## config.mk

```make
export PLATFORM = sky130hd
export DESIGN_NAME = bus_rr_controller
export DESIGN_NICKNAME = d
export VERILOG_FILES = /design/src/rtl/bus_rr_controller.sv
export SDC_FILE = /design/constraint.sdc
export NUM_CORES = 1
export LEC_CHECK = 0
export ABC_AREA = 1
export BUFFER_PORTS_ARGS = -buffer_cell sky130_fd_sc_hd__buf_2
export CORE_MARGIN = 8
export CORE_UTILIZATION = 35
export CTS_CLUSTER_DIAMETER = 60
export DETAILED_ROUTE_END_ITERATION = 8
export PLACE_DENSITY = 0.65
export SYNTH_ARGS = -nofsm -noshare
export SYNTH_HDL_FRONTEND = slang
export SYNTH_SLANG_ARGS = --single-unit
```

## constraint.sdc

```tcl
create_clock -name clk -period 2 [get_ports clk]
set_input_delay 0.2 -clock clk [delete_from_list [all_inputs] [get_ports clk]]
set_output_delay 0.2 -clock clk [all_outputs]
set_load 0.1 [all_outputs]
```

## src/rtl/bus_rr_controller.sv

```systemverilog
// bus_rr_controller: shares one broadcast bus among drvrs devices.
// Grants requesters in round-robin order, pops one packet from the winner,
// then pushes it to the destination FIFO(s) or drops it.
//
// state | meaning
// IDLE  | waiting for any pndng; picks the round-robin winner into grant
// POP   | re-checks pndng[grant]; pops and captures the packet, or backs off
// PUSH  | decodes the destination id; pushes, broadcasts or drops
//
// All outputs come straight from flops. pop is registered during the POP
// evaluation, so it is visible during the PUSH state. push, D_push and drop
// are registered during the PUSH evaluation, so they are visible during the
// following IDLE cycle. As a result, pop and push can never overlap.
module bus_rr_controller #(
  parameter int              drvrs   = 4,
  parameter int              pckg_sz = 16,
  parameter int              ID_W    = 8,
  parameter logic [ID_W-1:0] BCAST   = {ID_W{1'b1}}
) (
  input  logic                       clk,
  input  logic                       reset,
  input  logic [drvrs-1:0]           pndng,
  input  logic [drvrs*pckg_sz-1:0]   D_pop,
  output logic [drvrs-1:0]           pop,
  output logic [drvrs-1:0]           push,
  output logic [pckg_sz-1:0]         D_push,
  output logic [$clog2(drvrs)-1:0]   grant,
  output logic                       busy,
  output logic                       drop,
  output logic [15:0]                drop_cnt
);

  localparam int GW = $clog2(drvrs);

  typedef enum logic [1:0] {IDLE, POP, PUSH} state_t;

  state_t               state_q, state_d;
  logic [GW-1:0]        grant_q, grant_d;
  logic [GW-1:0]        last_q, last_d;
  logic [pckg_sz-1:0]   data_q, data_d;
  logic [pckg_sz-1:0]   d_push_q, d_push_d;
  logic [drvrs-1:0]     pop_q, pop_d;
  logic [drvrs-1:0]     push_q, push_d;
  logic                 drop_q, drop_d;
  logic [15:0]          drop_cnt_q, drop_cnt_d;

  logic [GW-1:0]        winner;
  logic [GW-1:0]        cand;
  logic                 found;
  logic [ID_W-1:0]      dest_id;
  logic                 dest_valid;

  // Round-robin search: first pending device starting at last+1, wrapping.
  always_comb begin
    winner = '0;
    cand   = '0;
    found  = 1'b0;
    for (int k = 1; k <= drvrs; k++) begin
      cand = GW'((int'(last_q) + k) % drvrs);
      if (!found && pndng[cand]) begin
        winner = cand;
        found  = 1'b1;
      end
    end
  end

  // Destination decode of the captured packet; the source never receives its own packet.
  always_comb begin
    dest_id    = data_q[pckg_sz-1 -: ID_W];
    dest_valid = (32'(dest_id) < 32'(drvrs)) && (32'(dest_id) != 32'(grant_q));
  end

  // Next-state and registered-output computation for the IDLE/POP/PUSH sequence.
  always_comb begin
    state_d    = state_q;
    grant_d    = grant_q;
    last_d     = last_q;
    data_d     = data_q;
    d_push_d   = d_push_q;
    drop_cnt_d = drop_cnt_q;
    pop_d      = '0;
    push_d     = '0;
    drop_d     = 1'b0;
    unique case (state_q)
      IDLE: begin
        if (found) begin
          grant_d = winner;
          state_d = POP;
        end
      end
      POP: begin
        // A withdrawn request leaves last untouched so that device keeps its turn.
        if (pndng[grant_q]) begin
          pop_d[grant_q] = 1'b1;
          data_d         = D_pop[grant_q*pckg_sz +: pckg_sz];
          last_d         = grant_q;
          state_d        = PUSH;
        end else begin
          state_d = IDLE;
        end
      end
      PUSH: begin
        d_push_d = data_q;
        state_d  = IDLE;
        if (dest_id == BCAST) begin
          push_d          = '1;
          push_d[grant_q] = 1'b0;
        end else if (dest_valid) begin
          push_d[GW'(dest_id)] = 1'b1;
        end else begin
          drop_d = 1'b1;
          if (drop_cnt_q != 16'hFFFF) begin
            drop_cnt_d = drop_cnt_q + 16'd1;
          end
        end
      end
      default: state_d = IDLE;
    endcase
  end

  // State and output registers; last resets to drvrs-1 so device 0 wins first.
  always_ff @(posedge clk or negedge reset) begin
    if (!reset) begin
      state_q    <= IDLE;
      grant_q    <= '0;
      last_q     <= GW'(drvrs - 1);
      data_q     <= '0;
      d_push_q   <= '0;
      pop_q      <= '0;
      push_q     <= '0;
      drop_q     <= 1'b0;
      drop_cnt_q <= '0;
    end else begin
      state_q    <= state_d;
      grant_q    <= grant_d;
      last_q     <= last_d;
      data_q     <= data_d;
      d_push_q   <= d_push_d;
      pop_q      <= pop_d;
      push_q     <= push_d;
      drop_q     <= drop_d;
      drop_cnt_q <= drop_cnt_d;
    end
  end

  assign pop      = pop_q;
  assign push     = push_q;
  assign D_push   = d_push_q;
  assign grant    = grant_q;
  assign busy     = (state_q != IDLE);
  assign drop     = drop_q;
  assign drop_cnt = drop_cnt_q;

endmodule

```

* After elaboration in Yosys (flattened, before gate mapping)
Cells that the tools add are included.
W data, S select, Z words.
** Storage, ports and cells
- Flip-flop bits (word level) :: 63
- Bits in latches :: 0
- Memory bits (writable) :: 0
- ROM bits :: 0
- Bits of input ports :: 70
- Output and inout port bits :: 44
- Word-level logic and storage cells :: 80
- Memories kept :: 0
** Cells by class
- Add/sub/neg operators :: 5
- Multipliers :: 0
- Div/mod/pow operators :: 0
- Order comparisons :: 9
- Equal/unequal tests :: 6
- Shift-type cells :: 1
- Muxes and demuxes :: 33
- Bitwise operators :: 3
- Reductions and logical operators :: 14
** Operators by type and width (count)
- $shiftx A64 B7 Y16 :: 1
- $mux W4 :: 5
- $lt A2 B3 Y1 const B :: 6
- $add A16 B1 Y16 const B :: 1
- $ne A16 B16 Y1 const B :: 1
- $mux W1 :: 14
- $mux W2 :: 6
- $bmux W1 S2 :: 5
- $eq A8 B8 Y1 const B :: 1
- $lt A8 B3 Y1 const B :: 1
- $ne A8 B2 Y1 :: 1
- $logic_and A1 B1 Y1 :: 6
- $add A2 B1 Y2 const B :: 2
- $add A2 B2 Y2 const B :: 2
- $demux W1 S2 :: 2
- $ge A2 B1 Y1 const B :: 2
- $not A4 Y4 :: 1
- $pmux W2 S2 :: 1
- $reduce_and A2 Y1 :: 2
- $reduce_and A4 Y1 :: 1
- $logic_not A1 Y1 :: 3
- $eq A2 B1 Y1 const B :: 1
- $eq A2 B2 Y1 const B :: 1
- $logic_not A2 Y1 :: 1
- 3 further kinds :: 4

* Depth between registers and ports, before layout
Gate-level depths: netlist of the first run.
- Depth after elaboration :: 15
- Mapped depth :: 12

* Worst setup path after synthesis of the first run
OpenSTA, ideal clock, no wires.
- Path kind :: flip-flop to flip-flop
- Start :: register drop_cnt_q[0] (netlist: drop_cnt[0])
- End :: register drop_cnt_q[11] (netlist: drop_cnt[11])
- Setup time :: 67 ps
- Data arrival time :: 2237 ps
- Required time :: 1933 ps
- Path slack :: -305 ps
- Cell stages (with the launch flop) :: 12
- Path buffers :: 2
- Period minus slack after synthesis :: 2305 ps
- Path through :: dfrtp_1 > ha_1 > nand3_1 > inv_2 > nand2_1 > nor2_1 > nor2_1 > nand2_4 > buf_8 > buf_12 > nand2_2 > nand2_1
** Between the ends
- Cells in the longest elaborated chain, start to end :: 2
** RTL lines
- from (decl) :: RTL line 45 : logic [15:0] drop_cnt_q, drop_cnt_d;
- from (signal assigned) :: RTL line 142 : drop_cnt_q <= drop_cnt_d;
- branches (longest 2 deep; another with $add A16 B1 Y16)
Parallel ways; which one is timed is not known.
A chain may end at the register's enable or synchronous reset.

* Worst setup path in the final report of the first run
- Start :: register drop_cnt_q[0] (netlist: drop_cnt[0])
- End :: register drop_cnt_q[7] (netlist: drop_cnt[7])
Same word-level chain as after synthesis.

==> results_tabular.tex, run 1 <==
\begin{tabular}{lr}
\hline
Metric & Value \\
\hline
\multicolumn{2}{l}{\textbf{STA}} \\
\quad Final Cycle Share & 91.1\% \\
\quad Setup TNS & 0 ns \\
\quad Final worst hold slack & 0.189 ns \\
\quad Setup repair after global routing missed its margin & no \\
\quad Remaining max-slew budget at the tightest pin & 64.7\% \\
\quad Clock Skew & 0.0114 ns \\
\quad Number of setup violations in the final report & 0 \\
\quad Final Max Slew Viols & 0 \\
\quad Fmax & 549 MHz \\
\quad Actual transition at the worst max-transition pin & 0.530 ns \\
\quad Total count of hold-check failures in the final report & 0 \\
\quad Final Critical Period & 1.82 ns \\
\multicolumn{2}{l}{\textbf{Floorplan}} \\
\quad Core outline area & 9770 um2 \\
\quad Die height & 116 um \\
\quad Cell row count & 36 \\
\quad I/O pins & 114 \\
\quad Effective utilization at floorplan & 36.0\% \\
\quad Width of the die & 116 um \\
\quad Floorplan die area & 13500 um2 \\
\multicolumn{2}{l}{\textbf{Hold path}} \\
\quad Hold path startpoint & D\_pop[12] \\
\quad Path type of the worst min-delay path & input pin to flip-flop \\
\quad Hold depth & 5 \\
\quad Hold Crit Endpoint & data\_q[12] \\
\multicolumn{2}{l}{\textbf{Logic synthesis}} \\
\quad Number of warnings issued by yosys & 0 \\
\quad Yosys top cell area share & 43.4\% \\
\quad Leading area contributor after synthesis & sky130\_fd\_sc\_hd\_\_dfrtp\_1 \\
\quad Post-synthesis sequential area ratio & 44.9\% \\
\quad Count of state elements after synthesis & 63 \\
\quad Area of the mapped netlist & 3510 um2 \\
\quad Post-synthesis cell type count & 27 \\
\quad Synthesized area divided by synthesized cell count & 7.38 um2 \\
\quad Cell types with the largest area share after synthesis & sky130\_fd\_sc\_hd\_\_dfrtp\_1 (43\%), sky130\_fd\_sc\_hd\_\_nand2\_1 (15\%), sky130\_fd\_sc\_hd\_\_nand3\_1 (10\%) \\
\quad Number of nets produced by synthesis & 547 \\
\quad Gate count after technology mapping & 476 \\
\multicolumn{2}{l}{\textbf{Setup path}} \\
\quad Endpoint class of the critical path & flip-flop \\
\quad R2R cell count & 10 \\
\quad Critical path data arrival time & 2.09 ns \\
\quad Peak fanout along the critical path & 20 \\
\quad Endpoint of the worst register-to-register path & drop\_cnt[7] \\
\quad Register-to-register setup slack & 0.18 ns \\
\quad Reg2reg start & drop\_cnt[0] \\
\quad Worst setup path category & flip-flop to flip-flop \\
\quad Startpoint Class & flip-flop \\
\quad Required arrival time at the worst endpoint & 2.26 ns \\
\multicolumn{2}{l}{\textbf{Clocking}} \\
\quad Clock insertion delay at the later pin of the skew report & 0.34 ns \\
\quad CTS clk-pin slew, worst paths & 0.07 ns \\
\quad Total clock buffers created by CTS & 9 \\
\quad Cell at the root of the clock tree & sky130\_fd\_sc\_hd\_\_clkbuf\_8 \\
\quad CTS Sinks & 63 \\
\quad Number of buffers inserted to repair setup after CTS & 0 \\
\quad Clock tree from TritonCTS & built \\
\quad Deepest level of the CTS H-tree & 3 \\
\quad Largest buffer count on any clock path & 2 \\
\multicolumn{2}{l}{\textbf{Detailed routing}} \\
\quad DR iter-0 viols & 174 \\
\quad DR DRC count & 0 \\
\quad Count of antenna-violating nets left after detailed routing & 0 \\
\quad Via Count & 3465 \\
\quad Number of optimization iterations in the first detailed-route pass & 7 \\
\quad Routed via count divided by cell count & 4.77 \\
\quad Routed length per instance & 13.0 um \\
\quad DRT Wirelength & 9450 um \\
\multicolumn{2}{l}{\textbf{Global routing}} \\
\quad Via count of the first global-routing pass & 3322 \\
\quad GRT Total Usage & 14.2\% \\
\quad Wire length of the first global-routing pass & 15300 um \\
\quad Maximum number of pins on one net before global-route repair & 42 \\
\quad Total global routing overflow & 0 \\
\quad Initial antenna violation count & 0 \\
\multicolumn{2}{l}{\textbf{Final layout}} \\
\quad Final net count & 659 \\
\quad Final standard cell utilization of the core & 45.4\% \\
\quad Total inserted antenna cells & 0 \\
\quad Fraction of final layout cells with drive strength greater than 1 & 29.5\% \\
\quad Finished Cell Area & 4430 um2 \\
\quad Relative area change from synthesis to final layout & 26.2\% \\
\multicolumn{2}{l}{\textbf{Placed design}} \\
\quad Buffers on Ports & 113 \\
\quad Routability Congestion & 0.843 \\
\quad Half-perimeter wire length of the detailed placement result & 7420 um \\
\quad Area of placed instances & 4230 um2 \\
\multicolumn{2}{l}{\textbf{Pwr}} \\
\quad Share of power burned in the clock network & 14.2\% \\
\quad Cell-internal power & 0.00331 W \\
\quad Max IR drop VDD & 1.41 mV \\
\quad Power per cell area & 1680 nW/um2 \\
\quad Switching power & 0.00414 W \\
\quad Sequential cell fraction of total power & 27.1\% \\
\quad Sw Ratio & 55.6\% \\
\quad Power share of the combinational group & 58.6\% \\
\quad Leakage power of the design & 2.26 nW \\
\multicolumn{2}{l}{\textbf{Job}} \\
\quad \# Max-Cap Violations & 0 \\
\multicolumn{2}{l}{\textbf{Run status}} \\
\quad Result of the run & finished clean \\
\hline
\end{tabular}
## registers in the layout, indices dropped and copies added, names as in the netlist, 2 cells and up
signal	count
state_q	2
grant	2
drop_cnt	16
push	4
data_q	16
last_q	2
pop	4
D_push	16
## worst max-delay path, stage by stage, from the launching register on
cell                      delay [ns]
sky130_fd_sc_hd__dfrtp_2        0.44
sky130_fd_sc_hd__ha_1           0.25
sky130_fd_sc_hd__nand3_1        0.17
sky130_fd_sc_hd__inv_2          0.05
sky130_fd_sc_hd__nand2_1        0.10
sky130_fd_sc_hd__nor2_1         0.06
sky130_fd_sc_hd__nor2_1         0.16
sky130_fd_sc_hd__nand2_4        0.21
sky130_fd_sc_hd__inv_6          0.17
sky130_fd_sc_hd__nand2_1        0.07
sky130_fd_sc_hd__nand2_1        0.06
## synthesized netlist by cell type (all sizes together)
master / instances
a21oi: 5
clkbuf: 9
nand2: 156
dfstp: 2
nor2: 20
xor2: 8
o21ai: 40
nor3: 10
nand4: 21
inv: 50
nand3: 71
dfrtp: 61
xnor2: 6
a21boi: 1
buf: 15
ha: 1
## layer usage
metal	vias up	wire length, um	global-route usage (%)
met5	-	0	0
met4	0	218	6.91
met3	17	466	3.00
met2	109	4480	22.8
met1	1574	4290	17.8
li1	1765	-	-
## per-stage QoR
stage | instances | setup WS (ns) | total power (W)
5_1_grt | 726 | 0.0182 | 0.00798
6_report | 726 | 0.179 | 0.00745
2_1_floorplan | 476 | 0.00518 | 0.00556
3_3_place_gp | 709 | 0.173 | 0.00637
4_1_cts | 726 | 0.0935 | 0.00750
3_5_place_dp | 709 | 0.120 | 0.00642
## how the worst max path moves through the flow
stage / end / cells after the start / from / slack, ns
6_report: drop_cnt[7] / 10 / drop_cnt[0] / 0.18
3_5_place_dp: drop_cnt[7] / 10 / drop_cnt[0] / 0.12
3_3_place_gp: drop_cnt[5] / 10 / drop_cnt[0] / 0.17
4_1_cts: drop_cnt[7] / 10 / drop_cnt[0] / 0.09
2_1_floorplan: drop_cnt[11] / 10 / drop_cnt[11] / 0.005
5_1_grt: drop_cnt[7] / 10 / drop_cnt[0] / 0.02
## cell usage in the layout (no fill, tap or decap)
cell / synthesis / routed
sky130_fd_sc_hd__nand2_1: 144 / 144
sky130_fd_sc_hd__buf_2: 6 / 113
sky130_fd_sc_hd__nand3_1: 71 / 71
sky130_fd_sc_hd__dfrtp_1: 61 / 49
sky130_fd_sc_hd__inv_1: 41 / 41
sky130_fd_sc_hd__nand4_1: 21 / 21
sky130_fd_sc_hd__o21ai_1: 21 / 21
sky130_fd_sc_hd__nor2_1: 19 / 19
sky130_fd_sc_hd__o21ai_0: 19 / 19
sky130_fd_sc_hd__dfrtp_2: 0 / 12
sky130_fd_sc_hd__nand2_2: 11 / 11
sky130_fd_sc_hd__clkbuf_8: 0 / 10
sky130_fd_sc_hd__nor3_1: 9 / 9
sky130_fd_sc_hd__buf_4: 2 / 9
sky130_fd_sc_hd__inv_2: 9 / 8
sky130_fd_sc_hd__xor2_1: 8 / 8
sky130_fd_sc_hd__xnor2_1: 6 / 6
sky130_fd_sc_hd__a21oi_1: 5 / 5
sky130_fd_sc_hd__clkinv_2: 0 / 3
sky130_fd_sc_hd__clkbuf_1: 9 / 2
sky130_fd_sc_hd__dfstp_2: 2 / 2
sky130_fd_sc_hd__buf_12: 1 / 2
sky130_fd_sc_hd__nor2_2: 1 / 1
sky130_fd_sc_hd__nor3_2: 1 / 1
sky130_fd_sc_hd__nand2_4: 1 / 1
sky130_fd_sc_hd__inv_6: 0 / 1
sky130_fd_sc_hd__a21boi_0: 1 / 1
sky130_fd_sc_hd__ha_1: 1 / 1
sky130_fd_sc_hd__bufinv_16: 0 / 1
sky130_fd_sc_hd__dlygate4sd3_1: 0 / 1
## cell families (layout without fill, tap and decap cells)
kind of cell,after synthesis,count (layout),synth area share [%]
buffers and inverters,74,191,9.33
xor gates and xnor gates,14,14,3.49
adders and majority gates,1,1,0.356
AOI/OAI and AO/OA,46,46,6.62
DFF,63,63,44.9
and+or+nand+nor,278,278,35.3
## layout make-up
cell class | count | area (um2)
Inverter | 50 | 193
Clock inverter | 4 | 45.0
Clock buffer | 12 | 145
Multi-Input combinational cell | 339 | 1610
Tap cell | 133 | 166
Timing Repair Buffer | 125 | 683
Sequential cell | 63 | 1590
Fill cell | 1008 | 5340
## power by group through the flow
stage	Sequential (W)	Combinational, W	Clock [W]
finish	0.00202	0.00437	0.00106
global route	0.00208	0.00474	0.00115
CTS	0.00203	0.00439	0.00109
detailed placement	0.00205	0.00438	0
global placement	0.00204	0.00434	0
floorplan	0.00355	0.00201	0
## timing repair
action,4_1_cts,5_1_grt
hold buffers,1,0
hold endpoints to repair,20,0
gates resized for setup,0,3
setup endpoints to repair,0,13
No activity file was read; power rests on OpenSTA's default activity.
==> run 2, diff against run 1 <==
--- a/config.mk
+++ b/config.mk
@@ -11,6 +11,7 @@
 export CORE_UTILIZATION = 35
 export CTS_CLUSTER_DIAMETER = 60
 export DETAILED_ROUTE_END_ITERATION = 8
+export MAX_ROUTING_LAYER = met4
 export PLACE_DENSITY = 0.65
 export SYNTH_ARGS = -nofsm -noshare
 export SYNTH_HDL_FRONTEND = slang
==> run 2 against run 1 <==
  * Die area unchanged
  * Hold slack got worse by 0.0049 ns
  * Sequential cell count unchanged
  * Global-route usage increased by 0.53 points
  * Via count decreased by 0.63%
  * Largest cell class unchanged
==> results_tabular.tex, run 2 (synthesis gave the netlist of run 1 again) <==
\begin{tabular}{lr}
\hline
Metric & Value \\
\hline
\multicolumn{2}{l}{\textbf{Run status}} \\
\quad Result of the run & finished clean (unchanged) \\
\multicolumn{2}{l}{\textbf{STA}} \\
\quad Final Critical Period & 1.80 ns (was 1.82 ns) \\
\quad Remaining max-slew budget at the tightest pin & 66.2\% (was 64.7\%) \\
\quad Setup repair after global routing missed its margin & no (unchanged) \\
\quad Total count of hold-check failures in the final report & 0 (unchanged) \\
\quad Clock Skew & 0.00956 ns (was 0.0114 ns) \\
\quad Final Cycle Share & 90.2\% (was 91.1\%) \\
\quad Number of setup violations in the final report & 0 (unchanged) \\
\quad Fmax & 554 MHz (was 549 MHz) \\
\quad Actual transition at the worst max-transition pin & 0.510 ns (was 0.530 ns) \\
\quad Final Max Slew Viols & 0 (unchanged) \\
\quad Setup TNS & 0 ns (unchanged) \\
\multicolumn{2}{l}{\textbf{Setup path}} \\
\quad Combined buffer and inverter count along the critical path & 2 (unchanged) \\
\quad Peak fanout along the critical path & 13 (was 20) \\
\quad Startpoint Class & flip-flop (unchanged) \\
\quad Slowest cell on crit path & sky130\_fd\_sc\_hd\_\_dfrtp\_2 (unchanged) \\
\quad List of cells traversed by the critical path & ha\_1 -> nand3\_1 -> inv\_2 -> nand2\_1 -> nor2\_1 -> nor2\_2 -> nand2\_4 -> inv\_4 -> nand2\_1 -> nand2\_1 (was ha\_1 -> nand3\_1 -> inv\_2 -> nand2\_1 -> nor2\_1 -> nor2\_1 -> nand2\_4 -> inv\_6 -> nand2\_1 -> nand2\_1) \\
\quad Critical path data arrival time & 2.08 ns (was 2.09 ns) \\
\quad CP dominant cell by count & sky130\_fd\_sc\_hd\_\_nand2\_1 (unchanged) \\
\quad Endpoint class of the critical path & flip-flop (unchanged) \\
\quad Largest delay share family, worst path & simple AND/OR/NAND/NOR gates (unchanged) \\
\quad Highest cell delay on the worst timing path & 0.44 ns (about the same) \\
\quad Required arrival time at the worst endpoint & 2.27 ns (was 2.26 ns) \\
\quad Worst setup path category & flip-flop to flip-flop (unchanged) \\
\multicolumn{2}{l}{\textbf{Clocking}} \\
\quad Total clock buffers created by CTS & 9 (unchanged) \\
\quad Deepest level of the CTS H-tree & 3 (unchanged) \\
\quad CTS Sinks & 63 (unchanged) \\
\quad Number of buffers inserted to repair setup after CTS & 0 (unchanged) \\
\quad Clock tree from TritonCTS & built (unchanged) \\
\quad Clock insertion delay at the later pin of the skew report & 0.34 ns (about the same) \\
\quad Largest buffer count on any clock path & 2 (unchanged) \\
\quad Cell at the root of the clock tree & sky130\_fd\_sc\_hd\_\_clkbuf\_8 (unchanged) \\
\quad CTS clk-pin slew, worst paths & 0.07 ns (about the same) \\
\multicolumn{2}{l}{\textbf{Pwr}} \\
\quad Max IR drop VDD & 1.94 mV (was 1.41 mV) \\
\quad Power share of the combinational group & 58.4\% (was 58.6\%) \\
\quad Share of power burned in the clock network & 14.6\% (was 14.2\%) \\
\quad Switching power & 0.00420 W (was 0.00414 W) \\
\quad Cell-internal power & 0.00331 W (about the same) \\
\quad Leakage power of the design & 2.26 nW (about the same) \\
\quad Sequential cell fraction of total power & 27.0\% (was 27.1\%) \\
\quad Power per cell area & 1690 nW/um2 (was 1680 nW/um2) \\
\quad Sw Ratio & 55.9\% (was 55.6\%) \\
\multicolumn{2}{l}{\textbf{Final layout}} \\
\quad Commonest cells after routing, fill and taps aside & sky130\_fd\_sc\_hd\_\_nand2\_1 (144), sky130\_fd\_sc\_hd\_\_buf\_2 (113), sky130\_fd\_sc\_hd\_\_nand3\_1 (71) (unchanged) \\
\quad Final net count & 661 (was 659) \\
\quad Relative area change from synthesis to final layout & 26.8\% (was 26.2\%) \\
\quad Final cell count without fillers & 728 (was 726) \\
\quad Total inserted antenna cells & 0 (unchanged) \\
\quad Fraction of final layout cells with drive strength greater than 1 & 30.1\% (was 29.5\%) \\
\quad Commonest non-fill, non-tap cell in the layout & sky130\_fd\_sc\_hd\_\_nand2\_1 (unchanged) \\
\multicolumn{2}{l}{\textbf{Placed design}} \\
\quad Count of placed standard cells including taps & 710 (was 709) \\
\quad Routability Congestion & 0.851 (was 0.843) \\
\quad Half-perimeter wire length of the detailed placement result & 7510 um (was 7420 um) \\
\quad Buffers on Ports & 113 (unchanged) \\
\multicolumn{2}{l}{\textbf{Global routing}} \\
\quad Initial antenna violation count & 0 (unchanged) \\
\quad Via count of the first global-routing pass & 3291 (was 3322) \\
\quad Wire length of the first global-routing pass & 15300 um (about the same) \\
\quad Total global routing overflow & 0 (unchanged) \\
\quad GRT Total Usage & 14.7\% (was 14.2\%) \\
\quad Maximum number of pins on one net before global-route repair & 38 (was 42) \\
\multicolumn{2}{l}{\textbf{Detailed routing}} \\
\quad Routed via count divided by cell count & 4.73 (was 4.77) \\
\quad Count of antenna-violating nets left after detailed routing & 0 (unchanged) \\
\quad DRT Wirelength & 9600 um (was 9450 um) \\
\quad Via Count & 3443 (was 3465) \\
\quad Routed length per instance & 13.2 um (was 13.0 um) \\
\quad Number of optimization iterations in the first detailed-route pass & 4 (was 7) \\
\quad DR iter-0 viols & 204 (was 174) \\
\quad DR DRC count & 0 (unchanged) \\
\multicolumn{2}{l}{\textbf{Floorplan}} \\
\quad Floorplan die area & 13500 um2 (unchanged) \\
\quad Cell row count & 36 (unchanged) \\
\quad Core outline area & 9770 um2 (unchanged) \\
\quad Die height & 116 um (unchanged) \\
\quad Effective utilization at floorplan & 36.0\% (unchanged) \\
\quad Width of the die & 116 um (unchanged) \\
\quad I/O pins & 114 (unchanged) \\
\multicolumn{2}{l}{\textbf{Job}} \\
\quad \# Max-Cap Violations & 0 (unchanged) \\
\multicolumn{2}{l}{\textbf{Hold path}} \\
\quad Path type of the worst min-delay path & input pin to flip-flop (unchanged) \\
\hline
\end{tabular}
## run 2: cell type report
type / instances / area [um2]
timing repair buffer: 126 / 691
inverter: 50 / 190
fill: 1013 / 5320
sequential: 63 / 1590
clock buffer: 11 / 141
clock inverter: 5 / 57.6
tap: 133 / 166
multi-input combinational: 340 / 1620
## run 2: worst register-to-register path: cells and delay by family (launching register included)
kind	cells	cell delay, ns
flip-flops	1	0.44
adder cells (fa/ha/maj)	1	0.26
AND/OR/NAND/NOR	7	0.83
buffers and inverters	2	0.21
## run 2: through the flow
stage          utilization, %  setup WS, ns  area, um2  hold slack [ns]  power, W
3_3_place_gp             43.3         0.177       4240            0.190   0.00637
3_5_place_dp             43.3         0.109       4240            0.190   0.00643
5_1_grt                  45.6        0.0373       4460            0.187   0.00804
6_report                 45.6         0.195       4460            0.184   0.00752
2_1_floorplan               -       0.00518       3530          -0.0956   0.00556
4_1_cts                  45.5        0.0848       4450            0.171   0.00755
## run 2: repair_timing
action	in CTS	in global routing
hold endpoints to repair	19	0
endpoints found under the setup margin	0	13
resized for setup	0	2
hold buffers	1	0
## run 2: final timing paths
kind	from	to	slack [ns]	depth (start not counted)
min in group asynchronous	reset	drop_cnt[14]	0.34	2
max	drop_cnt[0]	drop_cnt[8]	0.20	10
min reg2reg	D_push[4]	D_push[4]	0.49	2
max reg2reg	drop_cnt[0]	drop_cnt[8]	0.20	10
min	D_pop[6]	data_q[6]	0.18	5
max in group asynchronous	reset	last_q[1]	1.03	3
## run 2: power groups by stage
| stage | clock (W) | sequential [W] | combinational [W] |
|---|---|---|---|
| 4_1_cts | 0.00113 | 0.00203 | 0.00439 |
| 2_1_floorplan | 0 | 0.00355 | 0.00201 |
| 3_3_place_gp | 0 | 0.00203 | 0.00433 |
| 3_5_place_dp | 0 | 0.00205 | 0.00438 |
| 6_report | 0.00110 | 0.00203 | 0.00439 |
| 5_1_grt | 0.00118 | 0.00209 | 0.00478 |
## run 2: per-layer routing
metal | routed length (um) | vias to the layer above | part of all wire [%] | global-route usage [%]
met1 | 4430 | 1543 | 46 | 18.1
li1 | - | 1774 | - | -
met3 | 407 | 17 | 4.2 | 3.15
met5 | 0 | - | 0 | -
met4 | 212 | 0 | 2.2 | 6.40
met2 | 4550 | 109 | 47 | 23.0
==> run 3, diff against run 2 <==
--- a/config.mk
+++ b/config.mk
@@ -7,7 +7,6 @@
 export LEC_CHECK = 0
 export ABC_AREA = 1
 export BUFFER_PORTS_ARGS = -buffer_cell sky130_fd_sc_hd__buf_2
-export CORE_MARGIN = 8
 export CORE_UTILIZATION = 35
 export CTS_CLUSTER_DIAMETER = 60
 export DETAILED_ROUTE_END_ITERATION = 8
==> run 3 against run 2 <==
  * Combinational power fell by 0.9%
  * Clock power fell by 15%
  * Worst setup slack got worse by 0.043 ns
  * Die area fell by 23%
  * Wire length fell by 7.9%
==> results_tabular.tex, run 3 (synthesis gave the netlist of run 1 again) <==
\begin{tabular}{lr}
\hline
Metric & Value \\
\hline
\multicolumn{2}{l}{\textbf{STA}} \\
\quad Total count of hold-check failures in the final report & 0 (unchanged) \\
\quad Final Cycle Share & 92.4\% (was 90.2\%) \\
\quad Setup TNS & 0 ns (unchanged) \\
\quad Remaining max-slew budget at the tightest pin & 65.0\% (was 66.2\%) \\
\quad Clock Skew & 0.0131 ns (was 0.00956 ns) \\
\quad Final Max Slew Viols & 0 (unchanged) \\
\quad Actual transition at the worst max-transition pin & 0.525 ns (was 0.510 ns) \\
\quad Number of setup violations in the final report & 0 (unchanged) \\
\quad Fmax & 541 MHz (was 554 MHz) \\
\quad Final Critical Period & 1.85 ns (was 1.80 ns) \\
\quad Setup repair after global routing missed its margin & no (unchanged) \\
\multicolumn{2}{l}{\textbf{Setup path}} \\
\quad Worst setup path category & flip-flop to primary output (was flip-flop to flip-flop) \\
\quad Combined buffer and inverter count along the critical path & 2 (unchanged) \\
\quad Highest cell delay on the worst timing path & 0.49 ns (was 0.44 ns) \\
\quad Reg2reg start & drop\_cnt[0] (unchanged) \\
\quad Register-to-register setup slack & 0.17 ns (was 0.20 ns) \\
\quad Required arrival time at the worst endpoint & 1.80 ns (was 2.27 ns) \\
\quad Slowest cell on crit path & sky130\_fd\_sc\_hd\_\_buf\_2 (was sky130\_fd\_sc\_hd\_\_dfrtp\_2) \\
\quad Startpoint Class & flip-flop (unchanged) \\
\quad Endpoint of the worst register-to-register path & drop\_cnt[12] (was drop\_cnt[8]) \\
\quad List of cells traversed by the critical path & buf\_4 -> buf\_2 (was ha\_1 -> nand3\_1 -> inv\_2 -> nand2\_1 -> nor2\_1 -> nor2\_2 -> nand2\_4 -> inv\_4 -> nand2\_1 -> nand2\_1) \\
\quad Peak fanout along the critical path & 34 (was 13) \\
\quad Endpoint class of the critical path & primary output (was flip-flop) \\
\quad R2R cell count & 10 (unchanged) \\
\quad Critical path data arrival time & 1.65 ns (was 2.08 ns) \\
\quad Largest delay share family, worst path & buffers and inverters (was simple AND/OR/NAND/NOR gates) \\
\multicolumn{2}{l}{\textbf{Pwr}} \\
\quad Max IR drop VDD & 1.75 mV (was 1.94 mV) \\
\quad Leakage power of the design & 2.25 nW (was 2.26 nW) \\
\quad Power per cell area & 1660 nW/um2 (was 1690 nW/um2) \\
\quad Post-layout power & 0.00731 W (was 0.00752 W) \\
\multicolumn{2}{l}{\textbf{Detailed routing}} \\
\quad DRT Wirelength & 8840 um (was 9600 um) \\
\quad Routed length per instance & 12.2 um (was 13.2 um) \\
\quad Number of optimization iterations in the first detailed-route pass & 4 (unchanged) \\
\quad DR iter-0 viols & 125 (was 204) \\
\quad Via Count & 3473 (was 3443) \\
\quad DR DRC count & 0 (unchanged) \\
\quad Routed via count divided by cell count & 4.79 (was 4.73) \\
\quad Count of antenna-violating nets left after detailed routing & 0 (unchanged) \\
\multicolumn{2}{l}{\textbf{Clocking}} \\
\quad Number of buffers inserted to repair setup after CTS & 0 (unchanged) \\
\quad Clock insertion delay at the later pin of the skew report & 0.34 ns (about the same) \\
\quad Cell at the root of the clock tree & sky130\_fd\_sc\_hd\_\_clkbuf\_8 (unchanged) \\
\quad CTS clk-pin slew, worst paths & 0.07 ns (about the same) \\
\quad Clock tree from TritonCTS & built (unchanged) \\
\quad CTS Sinks & 63 (unchanged) \\
\quad Total clock buffers created by CTS & 9 (unchanged) \\
\quad Largest buffer count on any clock path & 2 (unchanged) \\
\quad Deepest level of the CTS H-tree & 3 (unchanged) \\
\multicolumn{2}{l}{\textbf{Global routing}} \\
\quad Maximum number of pins on one net before global-route repair & 42 (was 38) \\
\quad Initial antenna violation count & 0 (unchanged) \\
\quad Total global routing overflow & 0 (unchanged) \\
\quad Wire length of the first global-routing pass & 14400 um (was 15300 um) \\
\quad Via count of the first global-routing pass & 3174 (was 3291) \\
\quad GRT Total Usage & 18.1\% (was 14.7\%) \\
\multicolumn{2}{l}{\textbf{Floorplan}} \\
\quad I/O pins & 114 (unchanged) \\
\quad Cell row count & 36 (unchanged) \\
\quad Effective utilization at floorplan & 36.0\% (unchanged) \\
\quad Die height & 102 um (was 116 um) \\
\quad Core outline area & 9770 um2 (unchanged) \\
\quad Width of the die & 102 um (was 116 um) \\
\quad Floorplan die area & 10400 um2 (was 13500 um2) \\
\multicolumn{2}{l}{\textbf{Final layout}} \\
\quad Commonest cells after routing, fill and taps aside & sky130\_fd\_sc\_hd\_\_nand2\_1 (144), sky130\_fd\_sc\_hd\_\_buf\_2 (113), sky130\_fd\_sc\_hd\_\_nand3\_1 (71) (unchanged) \\
\quad Final net count & 658 (was 661) \\
\quad Commonest non-fill, non-tap cell in the layout & sky130\_fd\_sc\_hd\_\_nand2\_1 (unchanged) \\
\quad Layout filler cell count & 1032 (was 1013) \\
\quad Relative area change from synthesis to final layout & 25.1\% (was 26.8\%) \\
\quad Fraction of final layout cells with drive strength greater than 1 & 29.6\% (was 30.1\%) \\
\quad Total inserted antenna cells & 0 (unchanged) \\
\quad Final standard cell utilization of the core & 45.0\% (was 45.6\%) \\
\multicolumn{2}{l}{\textbf{Run status}} \\
\quad Result of the run & finished clean (unchanged) \\
\multicolumn{2}{l}{\textbf{Placed design}} \\
\quad Routability Congestion & 0.877 (was 0.851) \\
\quad Buffers on Ports & 113 (unchanged) \\
\quad Half-perimeter wire length of the detailed placement result & 6760 um (was 7510 um) \\
\multicolumn{2}{l}{\textbf{Hold path}} \\
\quad Hold Crit Endpoint & data\_q[4] (was data\_q[6]) \\
\quad Hold depth & 5 (unchanged) \\
\quad Hold path startpoint & D\_pop[4] (was D\_pop[6]) \\
\quad Path type of the worst min-delay path & input pin to flip-flop (unchanged) \\
\multicolumn{2}{l}{\textbf{Job}} \\
\quad \# Max-Cap Violations & 0 (unchanged) \\
\hline
\end{tabular}
## run 3: cell types whose count changed in the layout (fill, tap and decap cells not counted), moves of 2 or more
cell                         delta
sky130_fd_sc_hd__clkinv_2       +3
sky130_fd_sc_hd__clkinvlp_4     -3
sky130_fd_sc_hd__buf_4          -2
sky130_fd_sc_hd__clkinv_4       +2
## run 3: worst max-delay path by stage
stage                 start      endpoint  slack (ns)  cells past startpoint
4_1_cts            grant[0]      grant[0]        0.14                      2
5_1_grt         drop_cnt[0]   drop_cnt[8]       0.006                     10
3_3_place_gp    drop_cnt[0]   drop_cnt[7]        0.26                     10
2_1_floorplan  drop_cnt[11]  drop_cnt[11]       0.005                     10
6_report           grant[0]      grant[0]        0.15                      2
3_5_place_dp    drop_cnt[0]   drop_cnt[3]        0.19                     10
## run 3: routing by layer
layer | vias to the layer above | track usage (%) | wire, um
li1 | 1767 | - | -
met1 | 1592 | 23.2 | 3960
met2 | 112 | 29.1 | 4380
met3 | 2 | 3.76 | 474
met4 | 0 | 4.95 | 26
met5 | - | - | 0
## run 3: cell type report
class	instances	area [um2]	share of cell area, %
sequential	63	1590	36.3
clock buffer	10	128	2.90
clock inverter	6	37.5	0.854
timing repair buffer	124	676	15.4
multi-input combinational	339	1610	36.6
inverter	50	188	4.27
tap	133	166	3.78
## run 3: power breakdown
group          switching (W)  leakage, nW  total (W)  internal, W
clock               0.000492       0.0898   0.000937     0.000445
combinational        0.00339         1.36    0.00435     0.000963
sequential          0.000299        0.800    0.00202      0.00172
total                0.00418         2.25    0.00731      0.00313
## run 3: what timing repair did
action | CTS | global route
hold buffers | 1 | 0
gates resized for setup | 0 | 0
endpoints found under the hold margin | 20 | 0
## run 3: worst reg2reg max path, delay by kind of cell (launching register included)
family | cells | cell delay [ns]
fa+ha+maj | 1 | 0.25
flops | 1 | 0.45
simple gates | 7 | 0.79
buf+inv | 2 | 0.28
## run 3: stage by stage
| stage | cell area [um2] | std cells | setup WS [ns] | hold slack (ns) |
|---|---|---|---|---|
| floorplan | 3530 | 476 | 0.00518 | -0.0956 |
| global placement | 4220 | 708 | 0.263 | 0.208 |
| detailed placement | 4220 | 708 | 0.188 | 0.210 |
| CTS | 4400 | 725 | 0.138 | 0.183 |
| global route | 4400 | 725 | 0.00645 | 0.201 |
| finish | 4400 | 725 | 0.152 | 0.191 |
